<file path="src/rtl/bus_cycle_controller_pkg.sv">
// Shared types and constants for the 6809 bus cycle controller.
// Holds the FSM state encoding, channel-count ceiling and the timeout read value.
package bus_cycle_controller_pkg;

  typedef enum logic [2:0] {
    IDLE,
    DECODE,
    WAIT,
    ACCESS,
    DONE
  } state_t;

  localparam int         NUM_CH_MAX    = 8;
  localparam logic [7:0] TIMEOUT_RDATA = 8'hFF;

endpackage

</file>
<file path="src/rtl/bus_cycle_controller_sync_2ff.sv">
// Two-flop synchroniser for a single asynchronous level; 2 clk latency, no backpressure.
module sync_2ff (
  input  logic clk,
  input  logic reset,
  input  logic d,
  output logic q
);

  logic meta;

  always_ff @(posedge clk or negedge reset) begin
    if (!reset) begin
      meta <= 1'b0;
      q    <= 1'b0;
    end else begin
      meta <= d;
      q    <= meta;
    end
  end

endmodule

</file>
<file path="src/rtl/bus_cycle_controller.sv">
// 6809 bus cycle controller: decodes the address to one of NUM_CH channels and runs the access.
// Latency ~3 clk from Q rise to strobe; backpressure via o_MRDY stretch (BUS_CYCLE_CONTROLLER_TIMEOUT_EN bounds it).
module bus_cycle_controller
  import bus_cycle_controller_pkg::*;
#(
  parameter int                   NUM_CH   = 4,
  // Channel 0 in the LSBs: ch0=A000, ch1=A001, ch2=Fxxx, ch3=0xxx.
  parameter logic [16*NUM_CH-1:0] CH_BASE  = {16'h0000, 16'hF000, 16'hA001, 16'hA000},
  parameter logic [16*NUM_CH-1:0] CH_MASK  = {16'hF000, 16'hF000, 16'hFFFF, 16'hFFFF},
  parameter int                   WAIT_MAX = 64
) (
  input  logic                  clk,
  input  logic                  reset,
  input  logic [15:0]           i_ADDRESS_BUS,
  input  logic                  i_RW,
  input  logic                  i_E,
  input  logic                  i_Q,
  input  logic [7:0]            i_DATA,
  input  logic [8*NUM_CH-1:0]   i_ch_rdata,
  input  logic [NUM_CH-1:0]     i_ch_ready,
  output logic [7:0]            o_DATA,
  output logic                  o_DATA_OE,
  output logic [NUM_CH-1:0]     o_ch_ce,
  output logic                  o_ch_rd_stb,
  output logic                  o_ch_wr_stb,
  output logic [7:0]            o_wdata,
  output logic                  o_MRDY,
  output logic                  o_DBEN,
  output logic                  o_timeout_err
);

  state_t              state;
  logic                e_s, q_s, e_d, q_d;
  logic                q_rise, e_fall;
  logic                rw_lat;
  logic [NUM_CH-1:0]   hit_oh, sel_oh, src_oh;
  logic [7:0]          rdata_mux;
  logic                ready_sel;
  logic                timeout_hit;

  sync_2ff u_sync_e (.clk(clk), .reset(reset), .d(i_E), .q(e_s));
  sync_2ff u_sync_q (.clk(clk), .reset(reset), .d(i_Q), .q(q_s));

  assign q_rise = q_s & ~q_d;
  assign e_fall = ~e_s & e_d;

  // Descending scan so the lowest matching channel overwrites the rest.
  always_comb begin
    hit_oh = '0;
    for (int n = NUM_CH - 1; n >= 0; n--) begin
      if (((i_ADDRESS_BUS ^ CH_BASE[16*n +: 16]) & CH_MASK[16*n +: 16]) == 16'h0000)
        hit_oh = NUM_CH'(1) << n;
    end
  end

  assign src_oh    = (state == DECODE) ? hit_oh : sel_oh;
  assign ready_sel = |(i_ch_ready & src_oh);

  always_comb begin
    rdata_mux = 8'h00;
    for (int n = 0; n < NUM_CH; n++) begin
      if (src_oh[n])
        rdata_mux = i_ch_rdata[8*n +: 8];
    end
  end

  // Gated directly on synchronised E so the drive window tracks E without a clock of lag.
  assign o_DATA_OE = ((state == ACCESS) || (state == DONE)) && e_s && rw_lat && (|sel_oh);

`ifdef BUS_CYCLE_CONTROLLER_TIMEOUT_EN
  localparam int CNT_W = $clog2(WAIT_MAX + 1);
  logic [CNT_W-1:0] wait_cnt;

  assign timeout_hit = (wait_cnt == CNT_W'(WAIT_MAX - 1));

  always_ff @(posedge clk or negedge reset) begin
    if (!reset) begin
      wait_cnt      <= '0;
      o_timeout_err <= 1'b0;
    end else if (state == DECODE) begin
      wait_cnt <= '0;
    end else if ((state == WAIT) && !ready_sel) begin
      wait_cnt <= wait_cnt + 1'b1;
      if (timeout_hit)
        o_timeout_err <= 1'b1;
    end
  end
`else
  assign timeout_hit   = 1'b0;
  assign o_timeout_err = 1'b0;
`endif

  always_ff @(posedge clk or negedge reset) begin
    if (!reset) begin
      state       <= IDLE;
      e_d         <= 1'b0;
      q_d         <= 1'b0;
      sel_oh      <= '0;
      rw_lat      <= 1'b0;
      o_DATA      <= 8'h00;
      o_ch_ce     <= '0;
      o_ch_rd_stb <= 1'b0;
      o_ch_wr_stb <= 1'b0;
      o_wdata     <= 8'h00;
      o_MRDY      <= 1'b1;
      o_DBEN      <= 1'b1;
    end else begin
      e_d         <= e_s;
      q_d         <= q_s;
      o_ch_rd_stb <= 1'b0;
      o_ch_wr_stb <= 1'b0;
      case (state)
        IDLE: begin
          if (q_rise) begin
            state  <= DECODE;
            o_DBEN <= ~(|hit_oh);
          end
        end
        DECODE: begin
          sel_oh <= hit_oh;
          rw_lat <= i_RW;
          if (!i_RW)
            o_wdata <= i_DATA;
          if (!(|hit_oh)) begin
            state  <= DONE;
            o_DBEN <= 1'b1;
          end else begin
            o_ch_ce     <= hit_oh;
            o_DBEN      <= 1'b0;
            o_ch_rd_stb <= i_RW;
            o_ch_wr_stb <= ~i_RW;
            if (ready_sel) begin
              state <= ACCESS;
              if (i_RW)
                o_DATA <= rdata_mux;
            end else begin
              state  <= WAIT;
              o_MRDY <= 1'b0;
            end
          end
        end
        WAIT: begin
          if (ready_sel) begin
            state  <= ACCESS;
            o_MRDY <= 1'b1;
            if (rw_lat)
              o_DATA <= rdata_mux;
          end else if (timeout_hit) begin
            state  <= ACCESS;
            o_MRDY <= 1'b1;
            if (rw_lat)
              o_DATA <= TIMEOUT_RDATA;
          end
        end
        ACCESS: begin
          if (e_fall) begin
            state   <= DONE;
            o_ch_ce <= '0;
            o_DBEN  <= 1'b1;
          end
        end
        DONE: begin
          o_ch_ce <= '0;
          o_DBEN  <= 1'b1;
          state   <= IDLE;
        end
        default: state <= IDLE;
      endcase
    end
  end

endmodule

</file>
<file path="config.mk">
export PLATFORM = sky130hd
export DESIGN_NAME = bus_cycle_controller
export DESIGN_NICKNAME = d
export VERILOG_FILES = /design/src/rtl/bus_cycle_controller_pkg.sv /design/src/rtl/bus_cycle_controller_sync_2ff.sv /design/src/rtl/bus_cycle_controller.sv
export SDC_FILE = /design/constraint.sdc
export NUM_CORES = 1
export LEC_CHECK = 0
export ABC_AREA = 1
export CAP_MARGIN = 20
export CORE_UTILIZATION = 30
export CTS_BUF_LIST = sky130_fd_sc_hd__clkbuf_16
export CTS_CLUSTER_DIAMETER = 40
export DETAILED_ROUTE_END_ITERATION = 16
export SLEW_MARGIN = 15
export SYNTH_ARGS = -nofsm -noshare
export SYNTH_HDL_FRONTEND = slang
export SYNTH_SLANG_ARGS = --single-unit
</file>
<file path="constraint.sdc">
create_clock -name clk -period 2.5 [get_ports clk]
set_clock_uncertainty 0.15 [all_clocks]
set_input_delay 0.5 -clock clk [delete_from_list [all_inputs] [get_ports clk]]
set_output_delay 0.5 -clock clk [all_outputs]
set_load 0.01 [all_outputs]
</file>
; ---- Yosys cells after proc, flatten, opt, wreduce, memory -nomap -nowiden
; Cells that the tools add are included.
[totals]
output_inout_bits = 26
register_bits = 38
[op_classes]
eq_ne = 12
n_bitwise = 10
reduce_logical = 21
n_mux = 36
[op_table]
columns = op, n
row1 = two-way mux 8 bit, 9
row2 = logical NOT 16 bit, 4
row3 = two-way mux 4 bit, 7
row4 = one-hot mux 8 bit (2 select lines), 1
row5 = "!= test 2 bit, second input constant", 7
row6 = two-way mux 3 bit, 4
row7 = one-hot mux 3 bit (4 select lines), 1
row8 = one-hot mux 4 bit (3 select lines), 1
row9 = OR reduction 4 bit, 3
row10 = two-way mux 1 bit, 11
row11 = AND reduction 3 bit, 3
row12 = "== test 3 x 2 -> 1 bit, second input constant", 2
row13 = AND reduction 6 bit, 1
row14 = AND 4 bit, 1
row15 = NOT 1 bit, 4
row16 = NOT 4 bit, 1
row17 = one-hot mux 1 bit (4 select lines), 1
row18 = AND reduction 4 bit, 1
row19 = nonzero test 4 bit, 1
row20 = "== test 3 x 1 -> 1 bit, second input constant", 1
row21 = "== test 3 bit, second input constant", 1
row22 = logical AND 1 bit, 3
row23 = logical NOT 3 bit, 1
row24 = NOT 3 bit, 1
row25 = 8 further kinds, 9

; ---- Depth between registers and ports, before layout
; Gate-level depths: netlist of run 1.
[depth]
depth_word = 14
depth_mapped = 13
mapped_depth_nobuf = 13

; ---- By module
; From an unflattened synthesis of run 1, not the netlist that was laid out.
[unflattened]
cells_unflattened = 285
hier_area_um2 = 2132.0
[by_module_without_submodules]
columns = module, cells_each, instances, seq_area_each_um2, area_per_inst_um2
row1 = bus_cycle_controller, 281, 1, 853.3, 2031.9
row2 = sync_2ff, 2, 2, 50.0, 50.0

; ---- Least setup slack after synthesis of run 1
; OpenSTA, ideal clock, no wires.
[synth_timing]
path_kind = input -> register
startpoint = input i_ADDRESS_BUS[12]
endpoint = register o_DATA[0]
path_slack_ps = 630
t_arrival_ps = 1603
t_required_ps = 2233
cell_stages = 12
path_buffers = 0
cell_sequence = nor2_1 > nand2_1 > nor2_1 > nand2_1 > nand3b_1 > nand2_1 > nand2_1 > nand2_2 > nor2_8 > inv_6 > nand2_1 > nand2_1
[synth_between]
elab_chain_len = 14
[synth_rtl]
columns = element, line
row1 = "start, declared", bus_cycle_controller.sv:14  ; input logic [15:0] i_ADDRESS_BUS,
row2 = NOT 4 bit (no line), --
row3 = logical NOT 16 bit, bus_cycle_controller.sv:51  ; if (((i_ADDRESS_BUS ^ CH_BASE[16*n +: 16]) & CH_MASK[16*n +: 16]) == 16'h0000)
row4 = two-way mux 4 bit (2 in a row), bus_cycle_controller.sv:51
row5 = two-way mux 4 bit *, bus_cycle_controller.sv:51
row6 = two-way mux 4 bit, --
row7 = two-way mux 8 bit (4 in a row), bus_cycle_controller.sv:62  ; if (src_oh[n])
row8 = two-way mux 8 bit, bus_cycle_controller.sv:134  ; if (i_RW)
row9 = two-way mux 8 bit, bus_cycle_controller.sv:132  ; if (ready_sel) begin
row10 = two-way mux 8 bit, bus_cycle_controller.sv:124  ; if (!(|hit_oh)) begin
row11 = one-hot mux 8 bit (2 select lines), bus_cycle_controller.sv:112  ; case (state)
row12 = "end signal, assigned", bus_cycle_controller.sv:135  ; o_DATA <= rdata_mux;
row13 = "end signal, assigned", bus_cycle_controller.sv:147  ; o_DATA <= rdata_mux;
row14 = "end, declared", bus_cycle_controller.sv:21  ; output logic [7:0] o_DATA,
; Every way passes the cells marked *; elsewhere a longest branch is shown, timed or not. The select of a mux whose other input is x is not followed.
; A chain may end at the register's enable or synchronous reset.

; ---- Worst setup path in the final report of run 1
[layout_timing]
startpoint = register state[0]
endpoint = output o_DATA_OE
[layout_between]
elab_chain_len = 5
[layout_rtl]
columns = element, line
row1 = "start, declared", bus_cycle_controller.sv:32  ; state_t state;
row2 = "start signal, assigned", bus_cycle_controller.sv:95  ; state <= IDLE;
row3 = "start signal, assigned", bus_cycle_controller.sv:115  ; state <= DECODE;
row4 = "start signal, assigned", bus_cycle_controller.sv:125  ; state <= DONE;
row5 = == test 3 x 2 -> 1 bit or == test 3 bit (tied branches), bus_cycle_controller.sv:68  ; assign o_DATA_OE = ((state == ACCESS) || (state == DONE)) && e_s && rw_lat && (|sel_oh);
row6 = logical OR 1 bit *, bus_cycle_controller.sv:68
row7 = logical AND 1 bit * (3 in a row), bus_cycle_controller.sv:68
row8 = "end, declared", bus_cycle_controller.sv:22  ; output logic o_DATA_OE,
; Every way passes the cells marked *; elsewhere a longest branch is shown, timed or not.

==> results of run 1 <==
sequential cells by signal (all words and copies together), names as in the netlist:
| register | count |
|---|---|
| o_ch_rd_stb | 1 |
| o_ch_wr_stb | 1 |
| o_DATA | 8 |
| o_DBEN | 1 |
| o_ch_ce | 4 |
| rw_lat | 1 |
| o_wdata | 8 |
| u_sync_q.q | 1 |
| sel_oh | 4 |
| state | 3 |
| q_d | 1 |
| e_d | 1 |
| u_sync_e.q | 1 |
| o_MRDY | 1 |
| u_sync_e.meta | 1 |
| u_sync_q.meta | 1 |
through the flow:
step           hold WS [ns]  area [um^2]  total power (uW)
6_report              0.160         3330              3660
4_1_cts               0.198         3330              3700
5_1_grt               0.206         3330              4000
2_1_floorplan        0.0544         2160              2280
3_5_place_dp          0.185         3170              2980
3_3_place_gp          0.184         3170              2960
final cells by class:
| cell class | count | area share |
|---|---|---|
| multi-input combinational | 213 | 0.312 |
| sequential | 38 | 0.286 |
| timing repair buffer | 95 | 0.279 |
| clock buffer | 5 | 0.0375 |
| inverter | 31 | 0.0372 |
| tap | 96 | 0.0360 |
| clock inverter | 3 | 0.0120 |
power by group:
group / leakage, uW / switching (uW) / internal [uW]
Combinational: 0.00106 / 1150 / 842
Clock: 0.0000836 / 235 / 466
Sequential: 0.000473 / 123 / 837
Total: 0.00162 / 1510 / 2150
per-layer routing:
metal / global-route usage / share of wire / vias to the layer above / wire, um
met4: 0.0273 / 0.0087 / 0 / 47
met3: 0.0476 / 0.064 / 6 / 346
met2: 0.242 / 0.47 / 60 / 2570
met5: 0 / 0 / - / 0
met1: 0.201 / 0.45 / 924 / 2450
li1: - / - / 1095 / -
logic make-up after synthesis:
family | count (synthesis)
buffers and inverters | 35
flip-flops | 38
AO/OA/AOI/OAI | 16
other | 1
AND/OR/NAND/NOR | 196
worst max-delay path by stage:
stage	start	endpoint	slack, ns	depth (start not counted)
detailed placement	i_ADDRESS_BUS[13]	o_DATA[1]$_DFFE_PN0P_	0.05	14
CTS	state[0]$_DFFE_PN0P_	o_DATA_OE	0.18	6
global placement	i_ADDRESS_BUS[12]	o_DATA[6]$_DFFE_PN0P_	0.1	13
floorplan	i_ADDRESS_BUS[12]	o_DATA[0]$_DFFE_PN0P_	0.63	12
finish	state[0]$_DFFE_PN0P_	o_DATA_OE	0.19	6
global route	i_ADDRESS_BUS[12]	o_DATA[6]$_DFFE_PN0P_	0.09	13
worst max-delay path: stages (launching register included):
cell and delay, ns:
dfrtp_1 0.42, nor2_1 0.18, inv_1 0.10, o22ai_1 0.13, inv_1 0.09, nor4_1 0.16
dlygate4sd2_1 0.31
repair_timing:
item | in CTS | in global routing
endpoints found under the setup margin | 1 | 0
hold buffers | 0 | 0
resized for setup | 1 | 0
buffers inserted | 0 | 0
cell usage in the layout, fill, tap and decap left out:
cell | synthesis | layout
or2_2 | 8 | 8
nand2_2 | 7 | 7
inv_2 | 4 | 4
nand3_1 | 30 | 30
clkbuf_16 | 0 | 5
dfrtp_1 | 36 | 36
clkinv_2 | 0 | 2
o22ai_1 | 1 | 1
dfstp_2 | 2 | 2
nor3_1 | 3 | 3
buf_4 | 2 | 6
a21oi_1 | 2 | 2
nand3_2 | 3 | 3
o21a_1 | 1 | 1
nor2_1 | 22 | 22
conb_1 | 1 | 1
nor2_8 | 3 | 3
nor2_2 | 1 | 1
bufinv_16 | 0 | 1
nor4_1 | 2 | 2
buf_2 | 0 | 1
or2_1 | 2 | 2
nand2_4 | 2 | 2
o21ai_0 | 10 | 10
o41ai_1 | 1 | 1
nand2_1 | 103 | 103
inv_6 | 1 | 1
dlygate4sd2_1 | 0 | 1
clkdlybuf4s50_1 | 0 | 87
inv_4 | 1 | 1
clkinv_1 | 2 | 2
o211ai_1 | 1 | 1
nand3b_1 | 10 | 10
inv_1 | 23 | 23
==> flow_summary.ini, run 1 <==
[status]
run_status = completed

[floorplanning]
fp.dieW_um = 86.8
start_util = 0.314
rows = 30
core_um2 = 6870
die_y_um = 86.8
die_area_um2 = 7530
ios = 91

[cells_and_area]
fin_cells = 481
num_antenna_cells = 0
seq_area_um2 = 953
utilization = 0.485
multiInputGateArea_um2 = 1040
fin_nets = 449
syn_to_final_growth_pct = 54.6
fillers = 685
drive_above_1_share = 0.122

[sta]
fin_ws_ns = 0.194
finalSetupViolCount = 0
max_freq_mhz = 434
relSlewSlack = 0.455
rsz0062_at_grt = no
tightest_slew_ns = 0.817
slew_viol_final = 0
finalHoldViolations = 0
finalSetupTns_ns = 0
finalCriticalPeriod_ns = 2.31
fin_crit_sh = 0.922

[placement]
dpl.cell_count = 473
gp_congestion = 0.774
hpwl_um = 4340
port_buffers = 89
place_ws_ns = 0.0457

[synth]
synth.distinct_cells = 29
ys_async_sr_fraction = 1.00
ys_warn_count = 0
seq_area_frac_synth = 0.442
muxShareOfSynthArea = 0
synth_most_common_cell = nand2_1
synth_fa_ha_area_frac = 0
synth-seq-cells = 38
synth-xor-area-share = 0
synth_area_leaders = dfrtp_1 (42%), nand2_1 (18%), nand3_1 (7.0%), inv_1 (4.0%), nor2_1 (3.8%)
syn_nets = 351
postSynthAreaPerCell_um2 = 7.54
synth_top_family_by_area = simple AND/OR/NAND/NOR gates
synth_simple_gate_area_frac = 0.439
synthCells = 286
synth_compound_area_frac = 0.0418
yosys.area.top_type_share = 0.418
synth_flop_cell = dfrtp_1
synth_top_area_cell = dfrtp_1
ys_top_cells_by_count = nand2_1 (103), dfrtp_1 (36), nand3_1 (30)
synth_edf_count = 0
synthesis.area_um2 = 2160

[flow_run]
maxCapViolations = 0

[detailed_routing]
viasPerCell = 4.33
dr_total_vias = 2085
drtIter0Drc = 98
avgRoutedWirePerCell_um = 11.3
routed_wl_um = 5420
drt-pass1-iter-count = 4
antenna_left = 0
drc = 0

[clock_network]
numCtsBuffers = 5
htree_levels = 2
cts_buffer_depth = 2
cts-root-buf = clkbuf_16
clk_pin_slew_worst_paths_ns = 0.06
cts.sinks = 38
clock_latency_ns = 0.28
cts_tree = done

[worst_setup_path]
ff2ff_setup_slack_ns = 0.41
rr_startpoint = state[2]$_DFFE_PN0P_
path_max_fanout = 4
crit_path_start_kind = register
worstPathArrival_ns = 1.66
worst-setup-path-type = register to primary output
ff2ff_path_depth = 11
worst_r2r_endpoint = o_DATA[3]$_DFFE_PN0P_
endpoint_kind = primary output
cp.required_ns = 1.85

[power_and_ir_drop]
peakVddDrop_mv = 0.461
p_leak_uw = 0.00162
powerDensity_nw_per_um2 = 1100

[worst_hold_path]
hold_class = primary input to asynchronous set/reset pin

[grt]
gr-total-overflow = 0
grt_usage = 0.151
grt_pass1_vias = 1989
grt_pass1_wl_um = 8830
antenna_found_initial = 0
grt_max_degree = 39
(Power assumes the default switching activity.)
==> inputs of run 2 (changes only) <==
- CTS_BUF_LIST: sky130_fd_sc_hd__clkbuf_16 -> default
==> flow_summary.ini, run 2 (synthesis gave the netlist of run 1 again) <==
[worst_setup_path]
worstPathArrival_ns = 1.66
startpoint = state[0]$_DFFE_PN0P_
cp.required_ns = 1.85
cp_num_buf_inv = 3
crit_path_start_kind = register
cp_slowest_cell = dfrtp_1
endpoint_kind = primary output
rr_startpoint = state[2]$_DFFE_PN0P_
crit_chain = nor2_1 > inv_1 > o22ai_1 > inv_1 > nor4_1 > dlygate4sd2_1
crit_family = buffers and inverters
path_max_fanout = 4
path_common_cell = inv_1
worst-setup-path-type = register to primary output
slowest_delay_ns = 0.43

[cells_and_area]
drive_above_1_share = 0.122
num_antenna_cells = 0
syn_to_final_growth_pct = 52.0
top_regs = o_DATA: 8 flops, o_wdata: 8 flops
stdcell_area_um2 = 3280
layout_commonest_cell = nand2_1
fillers = 696
most-common-layout-cells = nand2_1 (103), clkdlybuf4s50_1 (87), dfrtp_1 (36)
fin_cells = 481
fin_nets = 449

[detailed_routing]
drtIter0Drc = 108
dr_total_vias = 2069
avgRoutedWirePerCell_um = 11.2
viasPerCell = 4.30
drc = 0
routed_wl_um = 5400
antenna_left = 0
drt-pass1-iter-count = 4

[sta]
rsz0062_at_grt = no
relSlewSlack = 0.452
max_freq_mhz = 434
tightest_slew_ns = 0.822
fin_crit_sh = 0.922
finalCriticalPeriod_ns = 2.31
finalSetupTns_ns = 0
slew_viol_final = 0
finalSetupViolCount = 0
finalHoldViolations = 0

[clock_network]
cts.sinks = 38
cts-root-buf = clkbuf_8
clk_pin_slew_worst_paths_ns = 0.08
clock_latency_ns = 0.29
cts_tree = done
hold_buffers = 0
numCtsBuffers = 5
htree_levels = 2
cts_buffer_depth = 2
post_cts_buffers = 0

[placement]
port_buffers = 89
dpl.cell_count = 473
gp_congestion = 0.774
dpl-instance-area_um2 = 3170
hpwl_um = 4340

[floorplanning]
core_um2 = 6870
start_util = 0.314
die_area_um2 = 7530
fp.dieW_um = 86.8
ios = 91
die_y_um = 86.8
rows = 30

[power_and_ir_drop]
powerDensity_nw_per_um2 = 1050
peakVddDrop_mv = 0.408
p_leak_uw = 0.00159

[worst_hold_path]
hold_class = primary input to asynchronous set/reset pin

[grt]
grt_pass1_wl_um = 8830
grt_pass1_vias = 2001
gr-total-overflow = 0
grt_max_degree = 39
grt_usage = 0.150
antenna_found_initial = 0

[status]
run_status = completed

[flow_run]
maxCapViolations = 0
## run 2: cell types whose count changed in the layout (fill, tap and decap cells not counted)
cell / change
clkbuf_8: +5
clkbuf_16: -5
## run 2: timing repair
item / in CTS / in global routing
setup endpoints to repair: 1 / 0
hold endpoints to repair: 0 / 0
gates resized for setup: 1 / 0
## run 2: worst paths after layout
| kind | endpoint | slack, ns | cells past startpoint |
|---|---|---|---|
| min in group clk | u_sync_q.q$_DFF_PN0_ | 0.20 | 0 |
| max in group asynchronous | q_d$_DFF_PN0_ | 1.52 | 1 |
| setup reg to reg | o_DATA[3]$_DFFE_PN0P_ | 0.42 | 11 |
| hold / removal | o_wdata[2]$_DFFE_PN0P_ | 0.15 | 1 |
| setup / recovery | o_DATA_OE | 0.19 | 6 |
| hold reg to reg | u_sync_q.q$_DFF_PN0_ | 0.20 | 0 |
## run 2: cell type report
| type | instances | area [um^2] | share of cell area |
|---|---|---|---|
| Inverter | 31 | 124 | 0.0378 |
| Sequential cell | 38 | 953 | 0.291 |
| Timing Repair Buffer | 95 | 930 | 0.284 |
| Clock inverter | 3 | 40.0 | 0.0122 |
| Multi-Input combinational cell | 213 | 1040 | 0.318 |
| Tap cell | 96 | 120 | 0.0367 |
| Clock buffer | 5 | 68.8 | 0.0210 |
## run 2: routing by layer
metal	vias up	routed length, um	track usage
met5	-	0	0
met4	0	39	0.0227
met3	5	357	0.0476
met2	58	2560	0.242
met1	911	2440	0.201
li1	1095	-	-
## run 2: report_power, final
part	total, uW	internal [uW]	switching [uW]
Clock	507	294	214
Combinational	1990	842	1150
Sequential	958	835	123
## run 2: metrics by stage
stage           util  hold WS, ns  setup slack (ns)  power, uW
2_1_floorplan      -       0.0544             0.630       2280
3_3_place_gp   0.461        0.184            0.0997       2960
3_5_place_dp   0.461        0.185            0.0457       2980
4_1_cts        0.477        0.181             0.168       3500
5_1_grt        0.477        0.213            0.0721       3800
6_report       0.477        0.145             0.195       3460
